[config.mk]
export PLATFORM = sky130hd
export DESIGN_NAME = demux9_4_buf
export DESIGN_NICKNAME = d
export VERILOG_FILES = /design/src/rtl/demux9_pkg.sv /design/src/rtl/demux9_chan_buf.sv /design/src/rtl/demux9_4_buf.sv
export SDC_FILE = /design/constraint.sdc
export NUM_CORES = 1
export LEC_CHECK = 0
export CAP_MARGIN = 10
export CORE_UTILIZATION = 25
export DETAILED_ROUTE_END_ITERATION = 10
export DONT_BUFFER_PORTS = 1
export HOLD_SLACK_MARGIN = 0.12
export PLACE_DENSITY = 0.42
export SLEW_MARGIN = 10
export SYNTH_ARGS = -nofsm -noshare
export SYNTH_HDL_FRONTEND = slang
export SYNTH_SLANG_ARGS = --single-unit
[constraint.sdc]
create_clock -name clk -period 2.5 [get_ports clk]
set_input_delay 0.25 -clock clk [delete_from_list [all_inputs] [get_ports clk]]
set_output_delay 0.25 -clock clk [all_outputs]
set_load 0.02 [all_outputs]
[src/rtl/demux9_pkg.sv]
// Shared widths, channel indices and occupancy encoding for the 9-bit 1:4 demux.
package demux9_pkg;
    localparam int W     = 9;
    localparam int NCH   = 4;
    localparam int SELW  = 2;
    localparam int DEPTH = 2;

    localparam logic [SELW-1:0] CH0 = 2'd0;
    localparam logic [SELW-1:0] CH1 = 2'd1;
    localparam logic [SELW-1:0] CH2 = 2'd2;
    localparam logic [SELW-1:0] CH3 = 2'd3;

    localparam logic [1:0] OCC_EMPTY = 2'd0;
    localparam logic [1:0] OCC_ONE   = 2'd1;
    localparam logic [1:0] OCC_FULL  = 2'd2;
endpackage

[src/rtl/demux9_chan_buf.sv]
// Two-entry per-channel FIFO kept as head/tail registers; head is the output word.
module demux9_chan_buf
    import demux9_pkg::*;
(
    input  logic         clk,
    input  logic         rst,
    input  logic         push,
    input  logic [W-1:0] din,
    input  logic         pop,
    output logic         full,
    output logic [W-1:0] head,
    output logic         valid
);
    logic [1:0]   occ_q, occ_d;
    logic [W-1:0] head_q, head_d;
    logic [W-1:0] tail_q, tail_d;
    logic         push_ok, pop_ok;

    assign full    = (occ_q == OCC_FULL);
    assign valid   = (occ_q != OCC_EMPTY);
    assign head    = head_q;
    assign push_ok = push && !full;
    assign pop_ok  = pop && valid;

    // head_q is left untouched on the last pop so the output holds its old value
    always_comb begin
        occ_d  = occ_q;
        head_d = head_q;
        tail_d = tail_q;
        unique case ({push_ok, pop_ok})
            2'b10: begin
                if (occ_q == OCC_EMPTY) begin
                    head_d = din;
                    occ_d  = OCC_ONE;
                end else begin
                    tail_d = din;
                    occ_d  = OCC_FULL;
                end
            end
            2'b01: begin
                if (occ_q == OCC_FULL) begin
                    head_d = tail_q;
                    occ_d  = OCC_ONE;
                end else begin
                    occ_d  = OCC_EMPTY;
                end
            end
            2'b11: begin
                head_d = din;
            end
            default: ;
        endcase
    end

    always_ff @(posedge clk or posedge rst) begin
        if (rst) begin
            occ_q  <= OCC_EMPTY;
            head_q <= '0;
            tail_q <= '0;
        end else begin
            occ_q  <= occ_d;
            head_q <= head_d;
            tail_q <= tail_d;
        end
    end
endmodule

[src/rtl/demux9_4_buf.sv]
// 1:4 word demux with a 2-deep buffer per channel and an accept counter.
// DEMUX9_AUTOSEQ_EN adds seq_mode and a round-robin destination pointer.
module demux9_4_buf
    import demux9_pkg::*;
(
    input  logic             clk,
    input  logic             rst,
`ifdef DEMUX9_AUTOSEQ_EN
    input  logic             seq_mode,
`endif
    input  logic [W-1:0]     din,
    input  logic [SELW-1:0]  sel,
    input  logic             din_valid,
    output logic             din_ready,
    output logic [NCH*W-1:0] dout,
    output logic [NCH-1:0]   dout_valid,
    input  logic [NCH-1:0]   dout_ready,
    output logic [7:0]       acc_cnt
);
    logic [SELW-1:0]         dest;
    logic                    accept;
    logic [NCH-1:0]          full;
    logic [NCH-1:0][W-1:0]   heads;
    logic [7:0]              acc_cnt_q, acc_cnt_d;

`ifdef DEMUX9_AUTOSEQ_EN
    logic [SELW-1:0] rr_q, rr_d;

    always_comb begin
        dest = seq_mode ? rr_q : sel;
        rr_d = rr_q;
        if (seq_mode && accept) rr_d = rr_q + 2'd1;
    end

    always_ff @(posedge clk or posedge rst) begin
        if (rst) rr_q <= CH0;
        else     rr_q <= rr_d;
    end
`else
    always_comb dest = sel;
`endif

    // ready looks only at the destination's fill state, never at dout_ready
    assign din_ready = !full[dest];
    assign accept    = din_valid && din_ready;

    always_comb acc_cnt_d = acc_cnt_q + {7'd0, accept};

    always_ff @(posedge clk or posedge rst) begin
        if (rst) acc_cnt_q <= '0;
        else     acc_cnt_q <= acc_cnt_d;
    end
    assign acc_cnt = acc_cnt_q;

    for (genvar g = 0; g < NCH; g++) begin : g_ch
        demux9_chan_buf u_buf (
            .clk   (clk),
            .rst   (rst),
            .push  (accept && (dest == SELW'(g))),
            .din   (din),
            .pop   (dout_ready[g]),
            .full  (full[g]),
            .head  (heads[g]),
            .valid (dout_valid[g])
        );
    end

    assign dout = heads;
endmodule

==> reports/qor.csv <==
stage,metric,value,unit
power,pwr/cell area,1320,nW/um2
grt,initial antenna violation count,0,
critical_path,R2R Setup Slk,0.18,ns
synthesis,"Seq/Total Area, Yosys",51.9,%
floorplan,Die X,132,um
sta,RSZ-0062 raised after global routing,no,
floorplan,Initial Util,25.6,%
clock_tree,"Clk Latency, worst-skew pair",0.35,ns
synthesis,synthesized area per cell,13.8,um2
synthesis,YS warnings,0,
clock_tree,Post-CTS Resized,0,
layout,Finished Layout Cells,555,
drt,Pre-antenna DRT Iters,4,
sta,max-slew violations,0,
power,maximum vdd ir drop,0.340,mV
layout,post-layout util,29.8,%
drt,Post-DRT Antenna Nets,0,
sta,Max Clock Skew,0.00632,ns
worst_hold_path,worst hold-check path type,input port to register,
sta,TNS Setup,0,ns
synthesis,Area contributors post-synth,"dfrtp_1 52%, mux2_2 29%, ha_1 4.1%, a21oi_4 1.5%, xnor2_1 1.2%",
drt,DR WL/cell,19.9,um
clock_tree,root buffer cell,clkbuf_16,
synthesis,"Distinct cells, synth",29,
place,placed cell count,529,
synthesis,Post-Syn Area,4240,um2
sta,final setup fails,0,
critical_path,max incr delay on CP,0.46,ns
flow_run,Max-Cap Viols,0,
clock_tree,H-Tree Depth,3,
clock_tree,Clock Path Buffers,2,
critical_path,CP Class,register to register,
layout,Filler cells,1706,
layout,layout cells sized above 1,44.5,%
run_status,run status,completed,
clock_tree,# hold bufs at CTS,10,
critical_path,CP startpoint kind,register,
grt,global-route wire length before repair,16900,um
clock_tree,clock-pin slew on the worst setup and hold paths,0.06,ns
drt,Routed WL,11000,um
critical_path,crit path buf inv count,1,
sta,Tmin final,2.32,ns
clock_tree,CTS Buf Count,9,
sta,Slew headroom,55.3,%
sta,Tcrit/Tclk final,93.0,%
synthesis,synthesized net count,339,
critical_path,"CP delay by family, top",simple AND/OR/NAND/NOR gates,
drt,Vias/cell,4.44,
place,Buffers on Ports,0,
clock_tree,CTS Sinks,88,
critical_path,crit path cell chain,or2_2 -> and2_1 -> inv_1 -> ha_1 -> o21ai_4 -> a21oi_4 -> mux2_2,
grt,GR Util All Layers,13.6,%
place,Post-Place Cell Area,4560,um2
synthesis,Yosys top cell by area,dfrtp_1,
sta,final count of hold timing violations,0,
drt,DR iter-0 viols,88,
layout,area grow syn2layout,16.5,%
floorplan,Site Rows,47,
place,placer congestion estimate,0.746,
sta,WHS,0.155,ns
sta,Slew @ Worst Pin,0.669,ns
layout,n_diodes,0,
layout,post-route cell area,4950,um2
grt,largest net degree at the start of global routing,48,
critical_path,Worst EP required,2.73,ns
synthesis,Syn Inst Count,307,
floorplan,Die ar.,17500,um2
synthesis,#FFs+latches synth,88,
drt,DR vias,2462,
sta,fmax,430,MHz
clock_tree,setup repair bufs after CTS,0,
place,hpwl dp,6590,um
power,leak pwr,2.14,nW
floorplan,core area,16600,um2
grt,number of global-route vias before repair,2582,
critical_path,"Max stage delay cell, worst path",dfrtp_1,
synthesis,share of the synthesized area in the top cell type,51.9,%
layout,net count reported at finish,362,
critical_path,critical path arrival,2.56,ns
floorplan,# IOs,67,
critical_path,Worst Path Max Fanout,9,
critical_path,Critical Path End Type,register,
clock_tree,TritonCTS clock tree,done,
floorplan,Die H,132,um
grt,grt ovf,0,
drt,remaining routing DRC violations,0,
## per-stage QoR
step | total power, mW | setup WS [ns]
detailed placement | 5.27 | 0.157
finish | 6.53 | 0.175
floorplan | 4.78 | 0.389
global route | 6.98 | 0.0478
CTS | 6.65 | 0.144
global placement | 5.21 | 0.214
## report_power, final
group | internal (mW) | total, mW | switching (mW) | leakage, nW
clock | 0.729 | 1.31 | 0.585 | 0.135
combinational | 1.24 | 2.16 | 0.917 | 0.936
sequential | 2.13 | 3.06 | 0.929 | 1.07
## area by class of cell
| class | count | area [um2] | share of cell area, % |
|---|---|---|---|
| Sequential cell | 88 | 2200 | 44.5 |
| Tap cell | 220 | 275 | 5.57 |
| Timing Repair Buffer | 20 | 188 | 3.79 |
| Clock buffer | 12 | 256 | 5.19 |
| Clock inverter | 4 | 28.8 | 0.582 |
| Multi-Input combinational cell | 198 | 1940 | 39.3 |
| Inverter | 13 | 52.6 | 1.06 |
## per-layer routing
| metal | share of wire (%) | track usage, % | vias up |
|---|---|---|---|
| li1 | - | - | 1118 |
| met2 | 46 | 20.7 | 51 |
| met5 | 0 | 0 | - |
| met3 | 6.5 | 4.54 | 15 |
| met1 | 45 | 17.1 | 1278 |
| met4 | 2.5 | 6.96 | 0 |
## registers in the layout, summed over array words and instances, names as in the netlist
| name | count |
|---|---|
| g_ch.u_buf.occ_q | 8 |
| acc_cnt | 8 |
| g_ch.u_buf.head | 36 |
| g_ch.u_buf.tail_q | 36 |
## cells by family (layout without fill, tap and decap cells)
kind of cell | after synthesis | after routing | synth area share [%]
mux | 112 | 112 | 29.9
flops | 88 | 88 | 51.9
simple gates | 45 | 45 | 6.22
buf+inv | 21 | 49 | 2.33
compound gates | 17 | 17 | 3.48
fa+ha+maj | 14 | 14 | 4.13
xor+xnor | 10 | 10 | 2.06
## worst paths after layout
check | startpoint | to | cells past startpoint
max reg2reg | g_ch[1].u_buf.occ_q[1] | g_ch[1].u_buf.head[8] | 7
max in group asynchronous | rst | g_ch[3].u_buf.occ_q[1] | 3
max | g_ch[1].u_buf.occ_q[1] | g_ch[1].u_buf.head[8] | 7
min in group asynchronous | rst | g_ch[2].u_buf.head[6] | 2
min reg2reg | g_ch[3].u_buf.tail_q[1] | g_ch[3].u_buf.tail_q[1] | 1
min | din_valid | acc_cnt[0] | 2
## cell usage after synthesis
| master | count |
|---|---|
| a21o_2 | 1 |
| nand4_1 | 1 |
| inv_1 | 13 |
| nor2_1 | 4 |
| buf_2 | 4 |
| nor3_1 | 5 |
| buf_4 | 4 |
| a21oi_1 | 8 |
| mux4_2 | 1 |
| o21ai_0 | 2 |
| and3_1 | 2 |
| or2_2 | 4 |
| xnor2_1 | 6 |
| mux2i_1 | 3 |
| or3_1 | 2 |
| dfrtp_1 | 88 |
| nand2b_1 | 5 |
| nand3_1 | 5 |
| a21oi_4 | 4 |
| o21ai_4 | 1 |
| a21o_1 | 1 |
| nand2_1 | 5 |
| xor2_1 | 4 |
| nor2b_1 | 3 |
| ha_1 | 14 |
| nor4b_4 | 1 |
| nand2_2 | 3 |
| mux2_2 | 108 |
| and2_1 | 5 |
## cells in the final DEF (no fill, tap or decap)
| master | synthesis | routed |
|---|---|---|
| nor2b_1 | 3 | 3 |
| xor2_1 | 4 | 4 |
| buf_4 | 4 | 9 |
| or2_2 | 4 | 4 |
| ha_1 | 14 | 14 |
| clkinvlp_4 | 0 | 3 |
| nand3_1 | 5 | 5 |
| a21oi_4 | 4 | 4 |
| nor3_1 | 5 | 5 |
| mux2_2 | 108 | 108 |
| nand2b_1 | 5 | 5 |
| nor4b_4 | 1 | 1 |
| inv_1 | 13 | 12 |
| a21oi_1 | 8 | 8 |
| clkinv_4 | 0 | 1 |
| clkbuf_1 | 0 | 1 |
| o21ai_4 | 1 | 1 |
| nand2_1 | 5 | 5 |
| clkinv_2 | 0 | 1 |
| and3_1 | 2 | 2 |
| a21o_2 | 1 | 1 |
| nand4_1 | 1 | 1 |
| xnor2_1 | 6 | 6 |
| clkbuf_16 | 0 | 9 |
| mux4_2 | 1 | 1 |
| mux2i_1 | 3 | 3 |
| a21o_1 | 1 | 1 |
| dlygate4sd3_1 | 0 | 10 |
| or3_1 | 2 | 2 |
| nand2_2 | 3 | 3 |
| buf_12 | 0 | 1 |
| clkbuf_8 | 0 | 2 |
| o21ai_0 | 2 | 2 |
| and2_1 | 5 | 5 |
| nor2_1 | 4 | 4 |
| dfrtp_1 | 88 | 88 |
No activity file was read; power rests on OpenSTA's default activity.
